--- config.mk ---
export PLATFORM = sky130hd
export DESIGN_NAME = ws2812_pixel_rx
export DESIGN_NICKNAME = d
export VERILOG_FILES = /design/src/rtl/ws2812_pixel_rx.sv
export SDC_FILE = /design/constraint.sdc
export NUM_CORES = 1
export LEC_CHECK = 0
export CAP_MARGIN = 15
export CORE_MARGIN = 2
export CORE_UTILIZATION = 57
export DETAILED_ROUTE_END_ITERATION = 10
export PLACE_DENSITY_LB_ADDON = 0.1
export SYNTH_ARGS = -nofsm -noshare
export SYNTH_HDL_FRONTEND = slang
export SYNTH_SLANG_ARGS = --single-unit
--- constraint.sdc ---
create_clock -name CLK_40 -period 3.1 [get_ports CLK_40]
set_input_delay 0.62 -clock CLK_40 [delete_from_list [all_inputs] [get_ports CLK_40]]
set_output_delay 0.62 -clock CLK_40 [all_outputs]
set_load 0.005 [all_outputs]
--- src/rtl/ws2812_pixel_rx.sv ---
// WS2812 single-wire pixel receiver. It decodes bits by high-pulse width, skips a number
// of leading pixels, captures a fixed number of pixels and forwards the rest of the frame on DOUT.
module ws2812_pixel_rx #(
  parameter int BITS_PER_PIXEL  = 24,
  parameter int MIN_HIGH_CYCLES = 4,
  parameter int SAMPLE_CYCLES   = 24,
  parameter int MAX_HIGH_CYCLES = 80,
  parameter int RESET_CYCLES    = 200,
  parameter int PIXEL_CAPTURE   = 16,
  parameter int IDX_W           = 11
) (
  input  logic                      CLK_40,
  input  logic                      reset,
  input  logic                      DIN,
  input  logic [IDX_W-1:0]          skip_pixels,
  output logic                      DOUT,
  output logic [BITS_PER_PIXEL-1:0] pixel_data,
  output logic [IDX_W-1:0]          pixel_index,
  output logic                      pixel_valid,
  output logic                      frame_sync,
  output logic                      bit_error,
  output logic                      passthru
);

  localparam int HW = $clog2(MAX_HIGH_CYCLES + 1);
  localparam int LW = $clog2(RESET_CYCLES + 1);
  localparam int BW = $clog2(BITS_PER_PIXEL + 1);

  localparam logic [HW-1:0]    HighOne    = HW'(1);
  localparam logic [HW-1:0]    HighMin    = HW'(MIN_HIGH_CYCLES);
  localparam logic [HW-1:0]    HighSample = HW'(SAMPLE_CYCLES);
  localparam logic [HW-1:0]    HighMax    = HW'(MAX_HIGH_CYCLES);
  localparam logic [LW-1:0]    LowOne     = LW'(1);
  localparam logic [LW-1:0]    LowMax     = LW'(RESET_CYCLES);
  localparam logic [BW-1:0]    BitLast    = BW'(BITS_PER_PIXEL - 1);
  localparam logic [IDX_W-1:0] CapLast    = IDX_W'(PIXEL_CAPTURE - 1);

  typedef enum logic [1:0] {WAIT_RESET, IDLE, RX, PASS} state_e;

  state_e state_q, state_d;

  logic dinMeta_q, dinSync_q, dinHist_q;
  logic rise, fall;
  logic [HW-1:0] highCnt_q, highCnt_d;
  logic [LW-1:0] lowCnt_q, lowCnt_d;
  logic highHit, lowHit;

  logic [IDX_W-1:0]          skip_q, skip_d;
  logic [IDX_W-1:0]          pixCnt_q, pixCnt_d;
  logic [IDX_W-1:0]          capCnt_q, capCnt_d;
  logic [BW-1:0]             bitCnt_q, bitCnt_d;
  logic [BITS_PER_PIXEL-1:0] shift_q, shift_d;
  logic                      pixDone_q, pixDone_d;
  logic [BITS_PER_PIXEL-1:0] data_q, data_d;
  logic [IDX_W-1:0]          index_q, index_d;
  logic                      valid_q, valid_d;
  logic                      fsync_q, fsync_d;
  logic                      err_q, err_d;
  logic                      keepPixel, lastCapture;

  // Synchroniser and history flop carry no reset; WAIT_RESET masks any start-up garbage.
  always_ff @(posedge CLK_40) begin
    dinMeta_q <= DIN;
    dinSync_q <= dinMeta_q;
    dinHist_q <= dinSync_q;
  end

  assign rise = dinSync_q & ~dinHist_q;
  assign fall = ~dinSync_q & dinHist_q;

  always_comb begin
    highCnt_d = highCnt_q;
    lowCnt_d  = lowCnt_q;
    if (rise)
      highCnt_d = HighOne;
    else if (dinSync_q && highCnt_q != HighMax)
      highCnt_d = highCnt_q + 1'b1;
    if (fall)
      lowCnt_d = LowOne;
    else if (!dinSync_q && lowCnt_q != LowMax)
      lowCnt_d = lowCnt_q + 1'b1;
  end

  // Each hit fires only on the cycle the counter first reaches saturation.
  assign highHit = (highCnt_d == HighMax) && (highCnt_q != HighMax);
  assign lowHit  = (lowCnt_d == LowMax) && (lowCnt_q != LowMax);

  assign keepPixel   = pixCnt_q >= skip_q;
  assign lastCapture = capCnt_q == CapLast;

  always_ff @(posedge CLK_40) begin
    if (reset) state_q <= WAIT_RESET;
    else       state_q <= state_d;
  end

  always_comb begin
    state_d = state_q;
    unique case (state_q)
      WAIT_RESET: if (lowHit) state_d = IDLE;
      IDLE:       if (rise) state_d = RX;
      RX: begin
        if (highHit)                                   state_d = WAIT_RESET;
        else if (lowHit)                               state_d = IDLE;
        else if (pixDone_q && keepPixel && lastCapture) state_d = PASS;
      end
      PASS:       if (lowHit) state_d = IDLE;
      default:    state_d = WAIT_RESET;
    endcase
  end

  always_comb begin
    skip_d    = skip_q;
    pixCnt_d  = pixCnt_q;
    capCnt_d  = capCnt_q;
    bitCnt_d  = bitCnt_q;
    shift_d   = shift_q;
    pixDone_d = 1'b0;
    data_d    = data_q;
    index_d   = index_q;
    valid_d   = 1'b0;
    fsync_d   = 1'b0;
    err_d     = 1'b0;
    unique case (state_q)
      WAIT_RESET: fsync_d = lowHit;
      IDLE: begin
        if (rise) begin
          skip_d   = skip_pixels;
          pixCnt_d = '0;
          capCnt_d = '0;
          bitCnt_d = '0;
        end
      end
      RX: begin
        if (highHit) begin
          err_d    = 1'b1;
          bitCnt_d = '0;
        end else if (lowHit) begin
          fsync_d  = 1'b1;
          err_d    = bitCnt_q != '0;
          bitCnt_d = '0;
        end else begin
          if (fall) begin
            if (highCnt_q < HighMin) begin
              err_d = 1'b1;
            end else begin
              shift_d = {shift_q[BITS_PER_PIXEL-2:0], highCnt_q >= HighSample};
              if (bitCnt_q == BitLast) begin
                bitCnt_d  = '0;
                pixDone_d = 1'b1;
              end else begin
                bitCnt_d = bitCnt_q + 1'b1;
              end
            end
          end
          // Completed pixel is judged one cycle after its last bit lands in shift_q.
          if (pixDone_q) begin
            if (keepPixel) begin
              data_d   = shift_q;
              index_d  = capCnt_q;
              valid_d  = 1'b1;
              capCnt_d = capCnt_q + 1'b1;
            end
            if (pixCnt_q != '1)
              pixCnt_d = pixCnt_q + 1'b1;
          end
        end
      end
      PASS:    fsync_d = lowHit;
      default: ;
    endcase
  end

  always_ff @(posedge CLK_40) begin
    if (reset) begin
      highCnt_q <= '0;
      lowCnt_q  <= '0;
      skip_q    <= '0;
      pixCnt_q  <= '0;
      capCnt_q  <= '0;
      bitCnt_q  <= '0;
      shift_q   <= '0;
      pixDone_q <= 1'b0;
      data_q    <= '0;
      index_q   <= '0;
      valid_q   <= 1'b0;
      fsync_q   <= 1'b0;
      err_q     <= 1'b0;
    end else begin
      highCnt_q <= highCnt_d;
      lowCnt_q  <= lowCnt_d;
      skip_q    <= skip_d;
      pixCnt_q  <= pixCnt_d;
      capCnt_q  <= capCnt_d;
      bitCnt_q  <= bitCnt_d;
      shift_q   <= shift_d;
      pixDone_q <= pixDone_d;
      data_q    <= data_d;
      index_q   <= index_d;
      valid_q   <= valid_d;
      fsync_q   <= fsync_d;
      err_q     <= err_d;
    end
  end

  assign passthru    = state_q == PASS;
  assign DOUT        = passthru & dinSync_q;
  assign pixel_data  = data_q;
  assign pixel_index = index_q;
  assign pixel_valid = valid_q;
  assign frame_sync  = fsync_q;
  assign bit_error   = err_q;

endmodule
-- Word-level counts from Yosys, hierarchy flattened
Index checks and enable logic that the tools add are counted.
- reductions and logical operators: 21
- $add $sub $neg: 5
- eq/ne operators: 20
- mux-type cells: 37
- bitwise logic cells: 11
- magnitude comparators: 3
- operator list (cell ; count):
    $mux W11 ; 9
    $pmux W11 S2 ; 2
    $mux W5 ; 6
    $add A11 B1 Y11 const B ; 2
    $mux W8 ; 2
    $mux W7 ; 2
    $ne A2 B2 Y1 const B ; 6
    $ne A4 B4 Y1 const B ; 3
    $reduce_and A6 Y1 ; 2
    $eq A11 B4 Y1 const B ; 1
    $ge A11 B11 Y1 ; 1
    $ne A11 B11 Y1 const B ; 1
    $mux W2 ; 5
    $pmux W5 S2 ; 1
    $reduce_and A5 Y1 ; 2
    $add A8 B1 Y8 const B ; 1
    $eq A8 B8 Y1 const B ; 1
    $mux W1 ; 8
    $ne A8 B8 Y1 const B ; 1
    $not A1 Y1 ; 8
    $add A7 B1 Y7 const B ; 1
    $eq A7 B7 Y1 const B ; 1
    $ge A7 B5 Y1 const B ; 1
    $lt A7 B3 Y1 const B ; 1
    other kinds (20) ; 29
- input bits: 14
- bits in registers: 121

-- Depth between registers and ports, before layout
Gate-level depths: netlist of the first run.
- depth after elaboration: 9
- mapped depth: 11
- gate-level depth less buffers: 9

-- Worst setup path after synthesis of the first run
No wires, ideal clock.
- kind: reg-to-reg
- from: reg lowCnt_q[0]
- to: reg pixCnt_q[4]
- required time: 2.970 ns
- arrival: 2.395 ns
- path slack: 0.574 ns
- stages on the path, launching flop included: 12
- period minus slack after synthesis: 2.526 ns
- library setup time: 0.130 ns
- cell sequence: dfxtp_1 -> ha_1 -> nand2b_1 -> a31o_1 -> o311ai_0 -> or4_1 -> buf_2 -> o211a_1 -> buf_2 -> buf_2 -> a32oi_1 -> o21ai_1
- word-level cells in the longest chain between the ends: 8
- RTL lines (what ; line ; text):
    start, declared ; 45 ; logic [LW-1:0] lowCnt_q, lowCnt_d;
    start signal, assigned ; 190 ; lowCnt_q <= lowCnt_d;
    branches (longest 5 deep; another with $add A8 B1 Y8) ; n/a ;
    $logic_and A1 B1 Y1 * ; 86 ; assign lowHit = (lowCnt_d == LowMax) && (lowCnt_q != LowMax);
    $ne A2 B2 Y1 (no line) * ; n/a ;
    $reduce_and A6 Y1 (no line) * ; n/a ;
    end signal, assigned ; 192 ; pixCnt_q <= pixCnt_d;
    end, declared ; 49 ; logic [IDX_W-1:0] pixCnt_q, pixCnt_d;
Every way passes the cells marked *.
A chain may end at the register's enable or synchronous reset.

-- Worst setup path in the final report of the first run
- from: reg highCnt_q[0]
- to: reg bitCnt_q[2]
- word-level cells in the longest chain between the ends: 8
- RTL lines (what ; line ; text):
    start, declared ; 44 ; logic [HW-1:0] highCnt_q, highCnt_d;
    start signal, assigned ; 189 ; highCnt_q <= highCnt_d;
    branches (longest 8 deep; another with $add A7 B1 Y7) ; n/a ;
    end signal, assigned ; 194 ; bitCnt_q <= bitCnt_d;
    end, declared ; 51 ; logic [BW-1:0] bitCnt_q, bitCnt_d;
Several ways; the timed one is not identified.

==> results.cfg, run 1 <==
[cells_and_area]
layout_commonest_cell = sky130_fd_sc_hd__dfxtp_1
post-route-util_pct = 71.7
final-instance-count-excl-fill = 855
areaGrowthSynthToFinish_pct = 21.1
number_of_inserted_diodes = 0
nFillCells = 754
finalNetCount = 745
final_cell_area_sq_um = 7070
final_cell_mix = sky130_fd_sc_hd__dfxtp_1, sky130_fd_sc_hd__nand2_1, sky130_fd_sc_hd__clkdlybuf4s50_1, sky130_fd_sc_hd__nor3_1, sky130_fd_sc_hd__a21oi_1
layout-drive-gt1-share_pct = 10.2

[logic_synthesis]
yosysTopAreaCellShare_pct = 41.5
netlist.top_cell.by_area = sky130_fd_sc_hd__dfxtp_1
ffs_latches_synth = 121
synth_nets = 698
ys.flop_type = sky130_fd_sc_hd__dfxtp_1
netlist-cell-type-count = 68
synth_area_per_cell_sq_um = 8.82
synth_async_sr_flop_share_pct = 0
post_synth_instance_area_sq_um = 5840
synth_seq_area_share_pct = 41.5
synth_top_cells_by_area = sky130_fd_sc_hd__dfxtp_1, sky130_fd_sc_hd__nand2_1, sky130_fd_sc_hd__mux2i_1
postSynthCellCount = 662
yosys_warnings = 0
number_of_flops_mapped_to_enable_cells_by_yosys = 0

[floorplanning]
std_cell_core_area_sq_um = 9860
dieHeight_microns = 105
floorplan.initialDensity_pct = 59.2
die-width_microns = 105
die_area_sq_um = 11100
rows = 36
io_pins = 54

[clocking]
clock_latency_on_the_worst_skew_pair_ns = 0.54
cts_hold_buffers = 0
register_clock_pin_slew_on_the_reported_worst_setup_and_hold_paths_ns = 0.06
root_buffer = sky130_fd_sc_hd__clkbuf_8
numCtsBuffers = 17
htree_num_levels = 4
clk_path_buf_depth = 2
cts_num_sinks = 121
clock_tree_from_tritoncts = yes

[grt]
grt_start_max_net_pins = 69
antenna_found_initial = 0
grt_pass1_vias = 5047
wire_length_of_the_first_global_routing_pass_mm = 24.6
gr_util_all_layers_pct = 27.4
overflow = 0

[placed_design]
place_congestion = 0.866
post-place-ws_ns = 0.117
standard_cell_area_after_detailed_placement_sq_um = 6450
detailedPlacementHpwl_mm = 9.40
dpl.cell_count = 823
number_of_port_buffers = 53

[sta]
worst_clock_skew_ns = 0.00950
fin_crit_ns = 2.89
fmax_mhz = 346
setup_repair_after_global_routing_missed_its_margin = false
setup_viol = 0
tightestPinTransition_ns = 1.09
final_hold_slack_ns = 0.330
timing_hold_violations_final = 0
relative_max_transition_margin_pct = 27.3
final_max_slew_viol_count = 0
finalSetupTns_ns = 0
period_share_pct = 93.2
postLayoutSetupSlackWorst_ns = 0.210

[route]
detail_route.drc_violations = 0
routed_via_density = 6.11
detailedRoute.firstPassIterationCount = 4
detail_route.iter0.violations = 290
drt-wirelength-per-cell_microns = 16.9
routed_wirelength_mm = 14.4
final_antenna_net_count = 0
via_count = 5221

[critical_path]
setup.worst_path.start = highCnt_q[0]
critical_path_arrival_ns = 3.35
worst-endpoint-required_ns = 3.56
critical_path.reg2reg.startpoint = highCnt_q[0]
cell_type_of_the_slowest_stage_on_the_worst_timing_path = sky130_fd_sc_hd__or4_1
worst_path_dominant_cell_family = compound AO/OA/AOI/OAI gates
crit_path_max_fanout = 14
end_kind = flip-flop
timing.critical_path.slowest_cell_delay_ns = 0.50
critPathKind = flip-flop to flip-flop
crit_chain = ha_1, nand4_1, nor4_1, a22o_1, o211ai_2, o211ai_4, buf_4, or4_1, a31oi_1
timing.critical_path.from_type = flip-flop
critical_path.n_buffers_inverters = 1

[hold_path]
hp-class = flip-flop to flip-flop
holdCritStartpoint = dinMeta_q

[pwr]
power_leakage_nw = 2.40
combinationalPowerShare_pct = 2.5
totalPowerFinal_mw = 3.66
p_seq_share_pct = 42.9
irDropWorstVdd_mv = 0.429
internal_power_mw = 2.85
power_density_nw_per_um2 = 518
sw_frac_of_total_pct = 22.3
power_frac_clock_pct = 54.7
switching_power_uw = 816

[status]
status = finished, final reports clean

[run]
cap_viol_max_count = 0
## kinds of logic (layout without fill, tap and decap cells)
kind of cell    count (synthesis)  count (layout)  share of synthesized area, %
compound gates                159             159                          20.0
fa+ha+maj                      22              22                          4.71
buf+inv                        74             134                          6.19
flops                         121             121                          41.5
mux                            28              28                          4.80
simple gates                  258             258                          22.8
## path summary, 6_finish.rpt
check	to	cells past startpoint	slack, ns
max	bitCnt_q[2]	9	0.21
min	dinSync_q	0	0.33
max reg2reg	bitCnt_q[2]	9	0.21
min reg2reg	dinSync_q	0	0.33
## synth_stat cells (4+ instances only)
cell and instances:
sky130_fd_sc_hd__nor4b_1 10, sky130_fd_sc_hd__nor4_1 9, sky130_fd_sc_hd__nand2b_1 8, sky130_fd_sc_hd__a31oi_1 11
sky130_fd_sc_hd__or4_1 5, sky130_fd_sc_hd__mux2i_1 28, sky130_fd_sc_hd__buf_2 10, sky130_fd_sc_hd__a21oi_1 35
sky130_fd_sc_hd__a31o_1 30, sky130_fd_sc_hd__nor3_1 35, sky130_fd_sc_hd__dfxtp_1 121, sky130_fd_sc_hd__o21ai_1 8
sky130_fd_sc_hd__a32oi_1 4, sky130_fd_sc_hd__and3_1 8, sky130_fd_sc_hd__and2_1 7, sky130_fd_sc_hd__nand3_1 25
sky130_fd_sc_hd__o41ai_1 4, sky130_fd_sc_hd__nor2_1 32, sky130_fd_sc_hd__nand2_1 81, sky130_fd_sc_hd__o21ai_0 13
sky130_fd_sc_hd__a31o_2 6, sky130_fd_sc_hd__buf_4 5, sky130_fd_sc_hd__or3_1 6, sky130_fd_sc_hd__ha_1 22
sky130_fd_sc_hd__nand4_1 11, sky130_fd_sc_hd__clkbuf_1 20, sky130_fd_sc_hd__inv_1 31, sky130_fd_sc_hd__buf_6 7
sky130_fd_sc_hd__a311oi_1 4
## layer usage
metal / up-vias / part of all wire [%] / global-route usage [%] / routed length, microns
li1: 2547 / - / - / -
met1: 2499 / 44 / 34.3 / 6330
met2: 159 / 50 / 45.4 / 7140
met3: 16 / 5.5 / 7.67 / 795
met4: 0 / 1.1 / 9.05 / 157
met5: - / 0 / 0 / 0
## power groups by stage
stage               registers, mW  clock network (mW)  logic (mW)
finish                       1.57                2.00      0.0900
global route                 1.57                2.10      0.0984
CTS                          1.57                2.02      0.0887
detailed placement           1.60                   0      0.0882
global placement             1.60                   0      0.0861
floorplan                    1.60                   0      0.0552
## worst reg2reg max path: stages, from the launching register on
cell and delay, ns:
sky130_fd_sc_hd__dfxtp_1 0.38, sky130_fd_sc_hd__ha_1 0.31, sky130_fd_sc_hd__nand4_1 0.17, sky130_fd_sc_hd__nor4_1 0.10, sky130_fd_sc_hd__a22o_1 0.26, sky130_fd_sc_hd__o211ai_2 0.47, sky130_fd_sc_hd__o211ai_4 0.22, sky130_fd_sc_hd__buf_4 0.25
sky130_fd_sc_hd__or4_1 0.50, sky130_fd_sc_hd__a31oi_1 0.16
## cell type report
class                      instances  area [sq um]  area share (%)
inverter                          32           120            1.70
clock inverter                    14           173            2.44
sequential                       121          2420            34.3
multi-input combinational        467          3080            43.5
timing repair buffer              70           683            9.66
tap                              133           166            2.35
clock buffer                      18           428            6.05
## flip-flops by register name, summed over array words and instances, names as in the netlist
register	flops
bitCnt_q	5
bit_error	1
capCnt_q	11
dinHist_q	1
dinMeta_q	1
dinSync_q	1
frame_sync	1
highCnt_q	7
lowCnt_q	8
pixCnt_q	11
pixDone_q	1
pixel_data	24
pixel_index	11
pixel_valid	1
shift_q	24
skip_q	11
state_q	2
## what timing repair did
item,CTS,global route
endpoints found under the hold margin,0,0
resized for setup,0,5
setup buffers,0,0
endpoints found under the setup margin,0,76
(Power assumes the default switching activity.)
==> run 2, diff against run 1 <==
--- a/config.mk
+++ b/config.mk
@@ -9,6 +9,7 @@
 export CORE_MARGIN = 2
 export CORE_UTILIZATION = 57
 export DETAILED_ROUTE_END_ITERATION = 10
+export HOLD_SLACK_MARGIN = 0.08
 export PLACE_DENSITY_LB_ADDON = 0.1
 export SYNTH_ARGS = -nofsm -noshare
 export SYNTH_HDL_FRONTEND = slang
==> results of run 2 <==
Same layout as run 1: the final DEF is identical, and so are final timing and power.
==> run 3, diff against run 2 <==
--- a/config.mk
+++ b/config.mk
@@ -6,6 +6,7 @@
 export NUM_CORES = 1
 export LEC_CHECK = 0
 export CAP_MARGIN = 15
+export CORE_ASPECT_RATIO = 0.9
 export CORE_MARGIN = 2
 export CORE_UTILIZATION = 57
 export DETAILED_ROUTE_END_ITERATION = 10
==> run 3 against run 2 <==
Compared with the run above:
- final cell count down 0.58%
- highest routed layer unchanged
- critical path depth is the same
- die area about the same
- clock power increased by 3%
- largest cell class unchanged
- hold slack worse by 0.0049 ns
- largest power group unchanged
==> results.cfg, run 3 (synthesis results as in run 1) <==
[critical_path]
cp_num_cells = 9
critPathKind = flip-flop to flip-flop
timing.critical_path.slowest_cell_delay_ns = 0.65
reg2reg_depth = 9
worst_path_dominant_cell_family = simple AND/OR/NAND/NOR gates
critical_path.n_buffers_inverters = 1
timing.critical_path.from_type = flip-flop
critical_path_arrival_ns = 3.19
timing.reg2reg.setup_slack_ns = 0.22
crit_path_max_fanout = 38
crit_chain = ha_1, nand2b_1, nor3_1, o211ai_1, or4_1, o211ai_2, buf_12, nor4b_1, a31o_2
end_kind = flip-flop
worst-endpoint-required_ns = 3.40
cell_type_of_the_slowest_stage_on_the_worst_timing_path = sky130_fd_sc_hd__or4_1

[clocking]
numCtsBuffers = 17
htree_num_levels = 4
cts_hold_buffers = 0
clk_path_buf_depth = 2
clock_tree_from_tritoncts = yes
clock_latency_on_the_worst_skew_pair_ns = 0.41
cts_num_sinks = 121
register_clock_pin_slew_on_the_reported_worst_setup_and_hold_paths_ns = 0.06
root_buffer = sky130_fd_sc_hd__clkbuf_16

[route]
drt-wirelength-per-cell_microns = 16.5
routed_wirelength_mm = 14.0
via_count = 5262
detailedRoute.firstPassIterationCount = 7
detail_route.iter0.violations = 389
routed_via_density = 6.19
final_antenna_net_count = 0
detail_route.drc_violations = 0

[pwr]
power_leakage_nw = 2.40
power_density_nw_per_um2 = 527
totalPowerFinal_mw = 3.73
irDropWorstVdd_mv = 0.406

[sta]
final_max_slew_viol_count = 0
relative_max_transition_margin_pct = 30.5
setup_repair_after_global_routing_missed_its_margin = false
worst_clock_skew_ns = 0.00909
tightestPinTransition_ns = 1.04
period_share_pct = 93.0
fmax_mhz = 347
fin_crit_ns = 2.88
setup_viol = 0
timing_hold_violations_final = 0
finalSetupTns_ns = 0

[cells_and_area]
final_cell_mix = sky130_fd_sc_hd__dfxtp_1, sky130_fd_sc_hd__nand2_1, sky130_fd_sc_hd__clkdlybuf4s50_1, sky130_fd_sc_hd__nor3_1, sky130_fd_sc_hd__a21oi_1
layout-drive-gt1-share_pct = 9.71
number_of_inserted_diodes = 0
layout_commonest_cell = sky130_fd_sc_hd__dfxtp_1
areaGrowthSynthToFinish_pct = 21.3
finalNetCount = 744
final_cell_area_sq_um = 7090

[grt]
grt_start_max_net_pins = 69
overflow = 0
gr_util_all_layers_pct = 25.8
grt_pass1_vias = 5027
antenna_found_initial = 0
wire_length_of_the_first_global_routing_pass_mm = 23.5

[hold_path]
hold-path-cell-count = 0
hp-class = flip-flop to flip-flop

[floorplanning]
std_cell_core_area_sq_um = 10100
dieHeight_microns = 100
io_pins = 54
die-width_microns = 111
rows = 35
die_area_sq_um = 11100
floorplan.initialDensity_pct = 57.7

[placed_design]
detailedPlacementHpwl_mm = 9.17
standard_cell_area_after_detailed_placement_sq_um = 6460
place_congestion = 0.892
number_of_port_buffers = 53

[status]
status = finished, final reports clean

[run]
cap_viol_max_count = 0
[run 3: changes by cell type in the layout (fill, tap and decap cells not counted), sizes merged]
cell    previous run  this run
buf               17        16
clkbuf            18        20
clkinv             8         6
inv               33        32
bufinv             3         4
[run 3: stage by stage]
step	std cells	setup WS, ns	hold WS, ns	utilization (%)
after floorplan	662	0.574	0.310	-
after global placement	818	0.337	0.313	63.9
final	850	0.216	0.325	70.0
after CTS	850	0.228	0.328	70.0
after global routing	850	0.00937	0.343	70.0
after detailed placement	818	0.245	0.314	63.9
[run 3: where the power goes]
group | switching (mW) | leakage, nW | total, mW | internal (mW)
Combinational | 0.0553 | 1.12 | 0.0906 | 0.0353
Clock | 0.707 | 0.300 | 2.07 | 1.36
Sequential | 0.00886 | 0.976 | 1.57 | 1.56
[run 3: layout make-up]
class / instances / area [sq um]
clock buffer: 20 / 447
clock inverter: 12 / 173
fill: 807 / 3030
inverter: 32 / 120
multi-input combinational: 467 / 3060
sequential: 121 / 2420
tap: 129 / 161
timing repair buffer: 69 / 701
[run 3: worst reg2reg max path: stages (launching register included)]
cell                       delay, ns
sky130_fd_sc_hd__dfxtp_1        0.47
sky130_fd_sc_hd__ha_1           0.26
sky130_fd_sc_hd__nand2b_1       0.12
sky130_fd_sc_hd__nor3_1         0.24
sky130_fd_sc_hd__o211ai_1       0.12
sky130_fd_sc_hd__or4_1          0.65
sky130_fd_sc_hd__o211ai_2       0.31
sky130_fd_sc_hd__buf_12         0.24
sky130_fd_sc_hd__nor4b_1        0.13
sky130_fd_sc_hd__a31o_2         0.23
[run 3: path summary, 6_finish.rpt]
check,to,from
hold / removal,dinSync_q,dinMeta_q
setup reg to reg,pixel_index[5],lowCnt_q[0]
hold reg to reg,dinSync_q,dinMeta_q
setup / recovery,pixel_index[5],lowCnt_q[0]
[run 3: per-layer routing]
| metal | part of all wire [%] | GRT usage (%) |
|---|---|---|
| met5 | 0 | 0 |
| met4 | 1.3 | 8.85 |
| met3 | 4.0 | 6.40 |
| met2 | 47 | 42.8 |
| met1 | 47 | 33.2 |
[run 3: repair_timing]
| action | CTS | global route |
|---|---|---|
| buffers inserted | 0 | 0 |
| setup endpoints to repair | 0 | 17 |
| resized for setup | 0 | 3 |
